===== config.mk =====
export PLATFORM = sky130hd
export DESIGN_NAME = multdiv_unit
export DESIGN_NICKNAME = d
export VERILOG_FILES = /design/src/rtl/multdiv_pkg.sv /design/src/rtl/multdiv_unit_div_core.sv /design/src/rtl/multdiv_unit.sv
export SDC_FILE = /design/constraint.sdc
export NUM_CORES = 1
export LEC_CHECK = 0
export BUFFER_PORTS_ARGS = -buffer_cell sky130_fd_sc_hd__buf_2
export CELL_PAD_IN_SITES_DETAIL_PLACEMENT = 1
export CELL_PAD_IN_SITES_GLOBAL_PLACEMENT = 1
export CORE_MARGIN = 2
export CORE_UTILIZATION = 47
export CTS_CLUSTER_SIZE = 16
export DETAILED_ROUTE_END_ITERATION = 6
export PLACE_DENSITY_LB_ADDON = 0.1
export SLEW_MARGIN = 5
export SYNTH_ARGS = -nofsm -noshare
export SYNTH_HDL_FRONTEND = slang
export SYNTH_HIERARCHICAL = 1
export SYNTH_SLANG_ARGS = --single-unit
export TNS_END_PERCENT = 1

===== constraint.sdc =====
create_clock -name clock -period 10.9 [get_ports clock]
set_input_delay 1.09 -clock clock [delete_from_list [all_inputs] [get_ports clock]]
set_output_delay 1.09 -clock clock [all_outputs]
set_load 0.05 [all_outputs]

===== src/rtl/multdiv_pkg.sv =====
// multdiv_pkg: shared types and constants for the multiply/divide unit.
// State encoding, iteration count and the ALU-op codes decoded to ctrl_*.
package multdiv_pkg;

  typedef enum logic [1:0] {
    IDLE = 2'd0,
    RUN  = 2'd1,
    DONE = 2'd2
  } md_state_e;

  localparam int MD_ITER = 32;

  localparam logic [4:0] MUL = 5'b00110;
  localparam logic [4:0] DIV = 5'b00111;

endpackage


===== src/rtl/multdiv_unit_div_core.sv =====
// div_core: restoring divider on unsigned magnitudes, one quotient bit per step.
// Ports: clock, load (capture operands), step (advance one bit), dividend,
// divisor, quo_nxt (quotient after the current step). Built with MULTDIV_DIV_EN.
`ifdef MULTDIV_DIV_EN
module div_core
  import multdiv_pkg::*;
#(
  parameter int WIDTH = 32
) (
  input  logic             clock,
  input  logic             load,
  input  logic             step,
  input  logic [WIDTH-1:0] dividend,
  input  logic [WIDTH-1:0] divisor,
  output logic [WIDTH-1:0] quo_nxt
);

  logic [WIDTH-1:0] rem;
  logic [WIDTH-1:0] quo;
  logic [WIDTH-1:0] dvs;
  logic [WIDTH-1:0] rem_nxt;
  logic [WIDTH:0]   shifted;
  logic             fits;

  // rem < dvs always holds, so a successful subtract fits in WIDTH bits
  always_comb begin
    shifted = {rem, quo[WIDTH-1]};
    fits    = shifted >= {1'b0, dvs};
    rem_nxt = fits ? shifted[WIDTH-1:0] - dvs
                   : shifted[WIDTH-1:0];
    quo_nxt = {quo[WIDTH-2:0], fits};
  end

  always_ff @(posedge clock) begin
    if (load) begin
      rem <= '0;
      quo <= dividend;
      dvs <= divisor;
    end else if (step) begin
      rem <= rem_nxt;
      quo <= quo_nxt;
    end
  end

endmodule
`endif


===== src/rtl/multdiv_unit.sv =====
// multdiv_unit: multi-cycle signed multiply (Booth) / divide for the X stage.
// Ports: clock, reset, ctrl_mult, ctrl_div, data_a, data_b -> result,
// data_exception, ready (1-cycle pulse), stall. Divider needs MULTDIV_DIV_EN.
module multdiv_unit
  import multdiv_pkg::*;
#(
  parameter int WIDTH = 32,
  parameter int ITER  = MD_ITER
) (
  input  logic             clock,
  input  logic             reset,
  input  logic             ctrl_mult,
  input  logic             ctrl_div,
  input  logic [WIDTH-1:0] data_a,
  input  logic [WIDTH-1:0] data_b,
  output logic [WIDTH-1:0] result,
  output logic             data_exception,
  output logic             ready,
  output logic             stall
);

  localparam int CW = $clog2(ITER + 1);
  localparam int PW = 2 * WIDTH + 1;

  md_state_e        state;
  md_state_e        state_nxt;
  logic [CW-1:0]    cnt;
  logic             go;
  logic             start_div;
  logic             last;
  logic             div_zero;
  logic [PW-1:0]    prod;
  logic [PW-1:0]    prod_nxt;
  logic [WIDTH-1:0] mcand;
  logic [WIDTH:0]   acc;
  logic [WIDTH:0]   addend;
  logic [WIDTH-1:0] mul_res;
  logic             mul_ovf;
  logic [WIDTH-1:0] fin_res;
  logic             fin_exc;

  assign go        = ctrl_mult | ctrl_div;
  assign start_div = ctrl_div & ~ctrl_mult;
  assign last      = (cnt == CW'(ITER - 1));

  // Booth step; the add is one bit wider so the shifted-in sign is exact
  always_comb begin
    addend = {mcand[WIDTH-1], mcand};
    acc    = {prod[PW-1], prod[PW-1:WIDTH+1]};
    unique case (prod[1:0])
      2'b01:   acc = acc + addend;
      2'b10:   acc = acc - addend;
      default: acc = acc;
    endcase
    prod_nxt = {acc, prod[WIDTH:1]};
  end

  // product bits [63:31] must be all-equal for the low word to be exact
  assign mul_res = prod_nxt[WIDTH:1];
  assign mul_ovf = ~((&prod_nxt[PW-1:WIDTH]) |
                     ~(|prod_nxt[PW-1:WIDTH]));

`ifdef MULTDIV_DIV_EN
  logic [WIDTH-1:0] a_mag;
  logic [WIDTH-1:0] b_mag;
  logic [WIDTH-1:0] quo_nxt;
  logic [WIDTH-1:0] div_res;
  logic             op_div;
  logic             neg_q;
  logic             div_ovf;

  assign a_mag    = data_a[WIDTH-1] ? -data_a : data_a;
  assign b_mag    = data_b[WIDTH-1] ? -data_b : data_b;
  assign div_zero = (data_b == '0);
  assign div_res  = neg_q ? -quo_nxt : quo_nxt;

  div_core #(.WIDTH(WIDTH)) u_div (
    .clock    (clock),
    .load     ((state == IDLE) & start_div),
    .step     ((state == RUN) & op_div),
    .dividend (a_mag),
    .divisor  (b_mag),
    .quo_nxt  (quo_nxt)
  );

  always_ff @(posedge clock) begin
    if (reset) begin
      op_div  <= 1'b0;
      neg_q   <= 1'b0;
      div_ovf <= 1'b0;
    end else if ((state == IDLE) && go) begin
      op_div  <= start_div;
      neg_q   <= data_a[WIDTH-1] ^ data_b[WIDTH-1];
      div_ovf <= (data_a == {1'b1, {(WIDTH-1){1'b0}}})
               & (&data_b);
    end
  end

  always_comb begin
    fin_res = mul_res;
    fin_exc = mul_ovf;
    if (op_div) begin
      fin_res = div_res;
      fin_exc = div_ovf;
    end
  end
`else
  // no divider: every lone divide traps straight away
  assign div_zero = 1'b1;

  always_comb begin
    fin_res = mul_res;
    fin_exc = mul_ovf;
  end
`endif

  always_comb begin
    state_nxt = state;
    stall     = 1'b0;
    unique case (state)
      IDLE: begin
        if (go) begin
          stall = 1'b1;
          if (start_div && div_zero)
            state_nxt = DONE;
          else
            state_nxt = RUN;
        end
      end
      RUN: begin
        stall = 1'b1;
        if (last)
          state_nxt = DONE;
      end
      DONE:    state_nxt = IDLE;
      default: state_nxt = IDLE;
    endcase
  end

  always_ff @(posedge clock) begin
    if (reset) begin
      state          <= IDLE;
      cnt            <= '0;
      result         <= '0;
      data_exception <= 1'b0;
      ready          <= 1'b0;
      prod           <= '0;
      mcand          <= '0;
    end else begin
      state <= state_nxt;
      ready <= (state_nxt == DONE);
      unique case (state)
        IDLE: begin
          if (go) begin
            cnt   <= '0;
            prod  <= {{WIDTH{1'b0}}, data_b, 1'b0};
            mcand <= data_a;
            if (state_nxt == DONE) begin
              result         <= '0;
              data_exception <= 1'b1;
            end
          end
        end
        RUN: begin
          cnt  <= cnt + CW'(1);
          prod <= prod_nxt;
          if (last) begin
            result         <= fin_res;
            data_exception <= fin_exc;
          end
        end
        default: ;
      endcase
    end
  end

endmodule


After elaboration in Yosys (flattened, before gate mapping)
Index checks and enable logic that the tools add are counted.
Widths: inputs -> output; s select.
Word-level totals
  flip-flop bits (word level): 139
  input bits: 68
  output and inout bits: 35
  logic and storage cells: 50
Cells by class
  add/sub/neg operators: 3
  eq/ne operators: 8
  mux-type cells: 19
  bitwise logic cells: 6
  reductions and logical operators: 7
Operators with widths (number)
  $pmux 65 s2: 1
  $mux 32: 3
  $pmux 33 s2: 1
  $mux 65: 1
  $pmux 32 s2: 1
  $add 32x32->33: 1
  $reduce_and 33->1: 1
  $reduce_or 33->1: 1
  $sub 32x32->33: 1
  $pmux 6 s2: 1
  $add 6x1->6 const B: 1
  $eq 6x5->1 const B: 1
  $mux 2: 3
  $mux 6: 1
  $ne 2x2->1 const B: 3
  $eq 2x1->1 const B: 2
  $eq 2x2->1 const B: 2
  $mux 1: 4
  $pmux 1 s2: 2
  $pmux 2 s2: 1
  $reduce_and 2->1: 2
  $reduce_and 4->1: 1
  $not 1->1: 3
  $logic_not 2->1: 1
  other kinds (3): 4

Longest topological paths before layout
Gate-level depths: netlist of the first run.
  word-level depth: 9
  depth in mapped cells: 22

Worst setup path before layout of the first run
No wires, ideal clock.
  kind: flip-flop to flip-flop
  start point: register mcand[2]
  end point: register data_exception
  arrival: 4.594 ns
  required time: 10.785 ns
  path slack: 6.192 ns
  stages on the path, launching flop included: 22
  buffers on the path: 1
  clock period less this slack: 4.708 ns
  cell sequence: dfxtp_1 nor3_1 and4_1 nand2_1 or4_1 nor3b_1 nor2_1 xnor2_1 ha_1 clkbuf_1 o21a_1 o211ai_1 a31o_1 a31o_2 a21oi_1 nor2_1 o21ai_2 xor2_1 mux2i_1 or3b_1 or4_1 o21a_1
Between the ends
  word-level cells in the longest chain between the ends: 8
  elaborated cells between the ends (all ways): 10
Ends and longest elaborated chain
  from (decl): RTL line multdiv_unit.sv:34  | logic [WIDTH-1:0] mcand;
  from (signal assigned): RTL line multdiv_unit.sv:157  | mcand <= data_a;
  $sub 32x32->33 or $add 32x32->33 (tied branches): RTL line multdiv_unit.sv:52, multdiv_unit.sv:51
  $pmux 33 s2 (*): RTL line multdiv_unit.sv:50  | unique case (prod[1:0])
  $reduce_or 33->1: RTL line multdiv_unit.sv:61  | ~(|prod_nxt[PW-1:WIDTH]));
  $not 1->1: RTL line multdiv_unit.sv:61
  $or 1x1->1 (*): RTL line multdiv_unit.sv:60  | assign mul_ovf = ~((&prod_nxt[PW-1:WIDTH]) |
  $not 1->1 (*): RTL line multdiv_unit.sv:60
  $mux 1 (*): RTL line multdiv_unit.sv:167  | if (last) begin
  $pmux 1 s2 (*): RTL line multdiv_unit.sv:152  | unique case (state)
  to (signal assigned): RTL line multdiv_unit.sv:169  | data_exception <= fin_exc;
  to (decl): RTL line multdiv_unit.sv:17  | output logic data_exception,
Every way passes the cells marked *; elsewhere a longest branch is shown, timed or not. The select of a mux whose other input is x is not followed.
A chain may end at the register's enable or synchronous reset.

Worst setup path after layout of the first run
Ends and elaborated chain as after synthesis.

==> impl_metrics.csv, run 1 <==
group,metric,value,unit
status,outcome,"finished clean",
clock_tree,path_clk_slew,0.06,ns
yosys,avgSynthCellArea,7.61,um2
run,maxCapViolCount,0,
pwr,seqPwrFrac,36.8,%
place,place_ws,5.40,ns
layout,fin_nets,1266,
yosys,ys_warn_count,6,
clock_tree,cts_buffers,17,
sta,drv_slew,0,
yosys,ys_types,80,
floorplanning,die-area,19100,um2
yosys,yosysTopAreaCell,"dfxtp_1",
place,portBuffers,102,
sta,max_freq,178,MHz
yosys,synth-seq-cells,139,
clock_tree,htree_levels,4,
sta,rsz0062_at_grt,"no",
critical_path,crit_family,"simple AND/OR/NAND/NOR gates",
floorplanning,initial_core_util,47.6,%
place,hpwl,18.1,mm
global_route,grt_overflow_total,0,
critical_path,worstPathMaxFanout,8,
pwr,p_sw_share,35.5,%
routing,route.detailed.drc,0,
pwr,p_int,0.982,mW
critical_path,cp_slowest_stage_delay,0.66,ns
floorplanning,num_io_pins,103,
yosys,ys.flop_type,"dfxtp_1",
pwr,p_clk_share,36.6,%
layout,layout-drive-gt1-share,15.3,%
clock_tree,clock_latency,0.42,ns
sta,fin_crit_sh,51.4,%
clock_tree,cts_resized,0,
yosys,yosysTopAreaCellShare,32.9,%
routing,ant_nets,0,
clock_tree,root_buffer,"clkbuf_16",
critical_path,end_kind,"register",
pwr,total_power,1.52,mW
critical_path,arrival,5.92,ns
floorplanning,core_region_area,17800,um2
global_route,grt_max_degree,80,
place,placed_cell_area,8990,um2
routing,viasPerCell,5.90,
critical_path,critical_path_class,"register to register",
critical_path,crit-reg2reg-launch,"mcand[2]$_SDFFE_PP0P_",
clock_tree,hold_buffers,0,
clock_tree,post_cts_buffers,0,
critical_path,reg2regPathDepth,18,
critical_path,path_cells,"nor3_1, and4_1, nand2_1, or4_1, nor3b_1, a31oi_1, xnor2_1, ha_1, and4_1, nand3_1, a211oi_1, o22ai_1, xor2_1, o21ai_0, and3_1, nand4_1, or4_1, o21a_1",
layout,fin_area,9570,um2
yosys,ys_seq_area_share,32.9,%
clock_tree,cts.sinks,139,
routing,avgRoutedWirePerCell,18.2,um
routing,totalWireLength,25.5,mm
yosys,syn_nets,1215,
layout,n_fill_cell,2293,
layout,final_core_util,53.8,%
worst_hold_path,hold_path.class,"register to register",
pwr,p_per_area,159,nW/um2
critical_path,setup.worst_path.start_class,"register",
critical_path,startpoint,"mcand[2]$_SDFFE_PP0P_",
routing,vias,8284,
global_route,antenna_found_initial,2,
sta,finClkSkew,0.0118,ns
sta,slew_headroom,25.7,%
floorplanning,rows,49,
critical_path,cp_num_buf_inv,0,
sta,worst_slew_pin_slew,1.11,ns
pwr,peakVddDrop,93.5,uV
critical_path,required,11.21,ns
yosys,synth_area,8450,um2
sta,hold_violations,0,
clock_tree,cts_buffer_depth,2,
critical_path,worstSetupPathDepth,18,
global_route,grt_pass1_vias,8402,
sta,min_period,5.61,ns
pwr,combPwrFrac,26.6,%
yosys,synthCells,1111,
place,finalWeightedCongestion,0.843,
pwr,p_sw,0.541,mW
floorplanning,dieWidth,138,um
yosys,postSynth.asyncResetShare,0,%
floorplanning,dieHeight,138,um
global_route,grt_usage,26.4,%
critical_path,cp_slowest_cell,"nor3b_1",
worst_hold_path,min_from,"result[31]$_SDFFE_PP0P_",
layout,area_growth,13.2,%
global_route,grt_pass1_wl,42.0,mm
yosys,synth_area_leaders,"dfxtp_1 (33%), nand2_1 (8.3%), nor2_1 (7.4%)",
routing,drt_iter0_markers,405,
sta,setup_ws,5.29,ns
routing,first_pass_iters,5,
worst_hold_path,min_path_cells,2,
sta,fin_tns_setup,0,ns
yosys,synth_edf_count,0,
clock_tree,cts_tree,"built",
pwr,p_leak,3.99,nW
sta,setup_viol,0,
layout by cell type, fill, tap and decap left out, types with 15 or more instances in the layout:
cell type and instances:
inv_1 21, nor2_1 167, nor3_1 15, clkbuf_16 17, nand2_1 186, nand3_1 17, dfxtp_1 139, a311oi_1 32
o21ai_0 36, xnor2_1 33, xor2_1 18, ha_1 35, a21o_1 20, a22oi_1 58, buf_2 101, a21oi_1 78
kinds of logic after synthesis:
family / count (synthesis) / share of synthesized area, %
xor+xnor: 51 / 5.28
simple gates: 461 / 24.0
fa+ha+maj: 36 / 5.42
compound gates: 314 / 26.1
mux: 9 / 1.12
buf+inv: 101 / 5.09
flops: 139 / 32.9
synth_stat cells (all sizes together) (9+ instances only):
| cell | count |
|---|---|
| nand2 | 186 |
| nor2 | 167 |
| dfxtp | 139 |
| a21oi | 80 |
| clkbuf | 66 |
| a22oi | 58 |
| o21ai | 50 |
| ha | 35 |
| a311oi | 33 |
| xnor2 | 33 |
| inv | 22 |
| a21o | 21 |
| xor2 | 18 |
| nand3 | 17 |
| nor3 | 17 |
| buf | 13 |
| nand4 | 12 |
| o211ai | 12 |
| a211oi | 11 |
| nor4 | 10 |
| nor2b | 9 |
routing by layer:
| metal | part of all wire [%] | global-route usage, % | wire (um) | vias to the layer above |
|---|---|---|---|---|
| met2 | 47 | 44.5 | 12000 | 166 |
| met3 | 4.9 | 5.82 | 1250 | 27 |
| met1 | 46 | 34.5 | 11900 | 4031 |
| li1 | - | - | - | 4058 |
| met4 | 1.5 | 6.93 | 388 | 2 |
| met5 | 0.051 | 0 | 13 | - |
final timing paths:
| path | slack, ns | endpoint |
|---|---|---|
| max | 5.29 | data_exception$_SDFFE_PP0P_ |
| min | 0.46 | result[31]$_SDFFE_PP0P_ |
| max reg2reg | 5.29 | data_exception$_SDFFE_PP0P_ |
| min reg2reg | 0.46 | result[31]$_SDFFE_PP0P_ |
state kept, by name (all words and copies together), names as in the netlist:
signal	count
prod	65
ready	1
result	32
state	2
cnt	6
mcand	32
data_exception	1
metrics by stage:
step / hold WS, ns / cells
final: 0.460 / 1405
after global routing: 0.485 / 1404
after CTS: 0.468 / 1404
after detailed placement: 0.452 / 1372
after global placement: 0.443 / 1372
after floorplan: 0.436 / 1111
tightest hold or removal path: stages (launching register included):
cell and delay (ns):
dfxtp_1 0.31, nand2_1 0.05, a21oi_1 0.05
power by group through the flow:
stage / logic, mW / clock network [mW] / registers [mW]
6_report: 0.405 / 0.557 / 0.561
5_1_grt: 0.448 / 0.593 / 0.564
4_1_cts: 0.403 / 0.567 / 0.561
3_5_place_dp: 0.398 / 0 / 0.571
3_3_place_gp: 0.391 / 0 / 0.570
2_1_floorplan: 0.305 / 0 / 0.564
cell type report:
| type | count | area, um2 | share of cell area, % |
|---|---|---|---|
| repair buffers | 111 | 581 | 6.07 |
| flip-flops and latches | 139 | 2780 | 29.1 |
| diodes | 1 | 2.50 | 0.0261 |
| well taps | 229 | 287 | 2.99 |
| clock inverters | 15 | 151 | 1.58 |
| multi-input cells | 871 | 5260 | 55.0 |
| inverters | 22 | 82.6 | 0.863 |
| clock buffers | 17 | 425 | 4.44 |
No activity file was read; power rests on OpenSTA's default activity.
==> run 2, diff against run 1 <==
--- a/config.mk
+++ b/config.mk
@@ -5,11 +5,12 @@
 export SDC_FILE = /design/constraint.sdc
 export NUM_CORES = 1
 export LEC_CHECK = 0
+export ABC_AREA = 1
 export BUFFER_PORTS_ARGS = -buffer_cell sky130_fd_sc_hd__buf_2
 export CELL_PAD_IN_SITES_DETAIL_PLACEMENT = 1
 export CELL_PAD_IN_SITES_GLOBAL_PLACEMENT = 1
 export CORE_MARGIN = 2
-export CORE_UTILIZATION = 47
+export CORE_UTILIZATION = 42
 export CTS_CLUSTER_SIZE = 16
 export DETAILED_ROUTE_END_ITERATION = 6
 export PLACE_DENSITY_LB_ADDON = 0.1
==> constraint.sdc (replaced) <==
create_clock -name clock -period 5.2 [get_ports clock]
set_input_delay 0.52 -clock clock [delete_from_list [all_inputs] [get_ports clock]]
set_output_delay 0.52 -clock clock [all_outputs]
set_load 0.05 [all_outputs]
==> run 2 against run 1 <==
Effect of this change:
- clock power up 130%
- combinational power rose to 3.2 times the previous value
- first-iteration DRC count rose by 6.2%
- power is 150% higher
- final cell count increased by 33%
- non-clock buffer count unchanged
- wire length increased by 23%
- register-to-register slack got worse by 4.5 ns
- synthesized area up 10%
- cell area increased by 11%
- critical path depth grew 10
- critical endpoint unchanged
- largest power group is now combinational cells
- highest routed layer is now met4
==> impl_metrics.csv, run 2 <==
group,metric,value,unit
worst_hold_path,min_path_cells,3,
layout,fin_area,10600,um2
routing,viasPerCell,5.24,
global_route,antenna_found_initial,1,
routing,vias,9808,
floorplanning,dieHeight,153,um
critical_path,required,5.52,ns
place,finalWeightedCongestion,0.916,
critical_path,reg2regPathDepth,28,
pwr,combPwrFrac,34.1,%
place,portBuffers,102,
critical_path,end_kind,"register",
pwr,seqPwrFrac,32.6,%
global_route,grt_pass1_vias,9784,
layout,area_growth,14.1,%
clock_tree,cts.sinks,139,
critical_path,worstPathMaxFanout,6,
pwr,peakVddDrop,231,uV
place,post-place-cells,1841,
yosys,ys.flop_type,"dfxtp_1",
place,placed_cell_area,10000,um2
yosys,avgSynthCellArea,6.19,um2
layout,layout-drive-gt1-share,14.3,%
routing,first_pass_iters,7,
sta,finClkSkew,0.00836,ns
clock_tree,root_buffer,"clkbuf_16",
layout,largest-register,"prod",
floorplanning,dieWidth,153,um
critical_path,critical_path_class,"register to register",
critical_path,crit-reg2reg-launch,"mcand[0]$_SDFFE_PP0P_",
status,outcome,"finished clean",
yosys,yosysMostFrequentCell,"nand2_1",
routing,avgRoutedWirePerCell,16.7,um
floorplanning,num_io_pins,103,
layout,mostFrequentLayoutCell,"nand2_1",
sta,setup_viol,0,
yosys,yosysTopAreaCellShare,29.8,%
sta,drv_slew,0,
clock_tree,cts_tree,"built",
layout,fin_nets,1684,
pwr,p_leak,5.28,nW
layout,final_cells,1873,
sta,fin_tns_setup,0,ns
place,hpwl,23.8,mm
yosys,yosysTopAreaCell,"dfxtp_1",
global_route,grt_pass1_wl,50.6,mm
clock_tree,cts_buffer_depth,2,
critical_path,cp_slowest_stage_delay,0.34,ns
clock_tree,clock_latency,0.42,ns
sta,slew_headroom,24.4,%
yosys,ys_warn_count,6,
yosys,ys_types,44,
worst_hold_path,hold_path.class,"input pin to register",
critical_path,startpoint,"mcand[0]$_SDFFE_PP0P_",
pwr,p_sw,1.50,mW
clock_tree,cts_resized,0,
critical_path,rrSetupSlack,0.79,ns
layout,diodes,0,
yosys,synth_edf_count,0,
critical_path,crit_family,"simple AND/OR/NAND/NOR gates",
pwr,p_per_area,355,nW/um2
worst_hold_path,min_from,"data_a[25]",
sta,min_period,4.41,ns
global_route,grt_max_degree,81,
routing,ant_nets,0,
floorplanning,die-area,23400,um2
routing,route.detailed.drc,0,
pwr,p_clk_share,33.3,%
critical_path,cp_slowest_cell,"ha_1",
yosys,synth-seq-cells,139,
floorplanning,initial_core_util,42.8,%
layout,final_cell_mix,"nand2_1 (448), inv_1 (212), dfxtp_1 (139)",
sta,hold_violations,0,
layout,largest_reg_flops,65,
critical_path,setup.worst_path.start_class,"register",
clock_tree,post_cts_buffers,0,
sta,max_freq,227,MHz
critical_path,arrival,4.74,ns
routing,totalWireLength,31.3,mm
worst_hold_path,holdPathEnd,"mcand[25]$_SDFFE_PP0P_",
floorplanning,rows,54,
sta,rsz0062_at_grt,"no",
yosys,synth_common_cells,"nand2_1 (448), inv_1 (214), dfxtp_1 (139)",
yosys,synthCells,1509,
critical_path,crit_path_frequent_cell,"nand2_1",
sta,worst_slew_pin_slew,1.13,ns
critical_path,cp_num_buf_inv,3,
clock_tree,path_clk_slew,0.07,ns
yosys,synth_area,9340,um2
global_route,grt_overflow_total,0,
global_route,grt_usage,26.6,%
pwr,p_int,2.28,mW
sta,fin_crit_sh,84.9,%
yosys,postSynth.asyncResetShare,0,%
layout,largest_registers,"prod: 65 flops, mcand: 32 flops, result: 32 flops",
floorplanning,core_region_area,21800,um2
yosys,syn_nets,1613,
yosys,synth_area_leaders,"dfxtp_1 (30%), nand2_1 (18%), inv_1 (8.6%)",
pwr,p_sw_share,39.6,%
critical_path,r2r-end,"data_exception$_SDFFE_PP0P_",
routing,drt_iter0_markers,430,
yosys,ys_seq_area_share,29.8,%
clock_tree,cts_buffers,17,
clock_tree,hold_buffers,0,
clock_tree,htree_levels,4,
run,maxCapViolCount,0,
run 2: per-stage QoR:
| stage | power, mW | util, % | setup WS (ns) | hold WS [ns] |
|---|---|---|---|---|
| 2_1_floorplan | 2.17 | - | 1.85 | 0.437 |
| 3_3_place_gp | 2.49 | 46.0 | 0.980 | 0.451 |
| 3_5_place_dp | 2.53 | 46.0 | 0.902 | 0.455 |
| 4_1_cts | 3.81 | 48.8 | 0.849 | 0.337 |
| 5_1_grt | 4.02 | 48.8 | 0.439 | 0.356 |
| 6_report | 3.78 | 48.8 | 0.786 | 0.347 |
run 2: metal layers:
metal / track usage [%] / vias up / share of wire [%]
met2: 43.8 / 200 / 46
met4: 7.41 / 0 / 1.5
met5: 0 / - / 0
li1: - / 4938 / -
met1: 36.1 / 4639 / 47
met3: 4.22 / 31 / 4.8
run 2: cell families (layout without fill, tap and decap cells):
group	after synthesis	count (layout)	share of synthesized area [%]
XOR/XNOR	32	32	3.00
AND/OR/NAND/NOR	766	766	35.6
AO/OA/AOI/OAI	252	252	15.1
buffers and inverters	284	368	11.7
flip-flops	139	139	29.8
adder cells (fa/ha/maj)	36	36	4.91
run 2: worst register-to-register path: cells and delay by family, from the launching register on:
kind,cells,cell delay [ns]
buffers and inverters,3,0.21
XOR/XNOR,1,0.22
flip-flops,1,0.32
AO/OA/AOI/OAI,5,0.95
AND/OR/NAND/NOR,17,2.07
adder cells (fa/ha/maj),2,0.53
run 2: power groups by stage:
| stage | Sequential, mW | Combinational (mW) | Clock [mW] |
|---|---|---|---|
| floorplan | 1.31 | 0.859 | 0 |
| global placement | 1.25 | 1.24 | 0 |
| detailed placement | 1.26 | 1.27 | 0 |
| CTS | 1.23 | 1.29 | 1.28 |
| global route | 1.25 | 1.44 | 1.33 |
| finish | 1.23 | 1.29 | 1.26 |
run 2: how the worst max path moves through the flow:
stage,to,slack [ns],depth (start not counted)
floorplan,data_exception$_SDFFE_PP0P_,1.85,29
global placement,data_exception$_SDFFE_PP0P_,0.98,30
detailed placement,data_exception$_SDFFE_PP0P_,0.90,28
CTS,data_exception$_SDFFE_PP0P_,0.85,28
global route,data_exception$_SDFFE_PP0P_,0.44,29
finish,data_exception$_SDFFE_PP0P_,0.79,28
run 2: area by class of cell:
cell class	instances	area, um2
clock buffers	17	425
repair buffers	111	578
multi-input cells	1086	5490
fillers	3083	11200
well taps	280	350
inverters	225	845
clock inverters	15	178
flip-flops and latches	139	2780
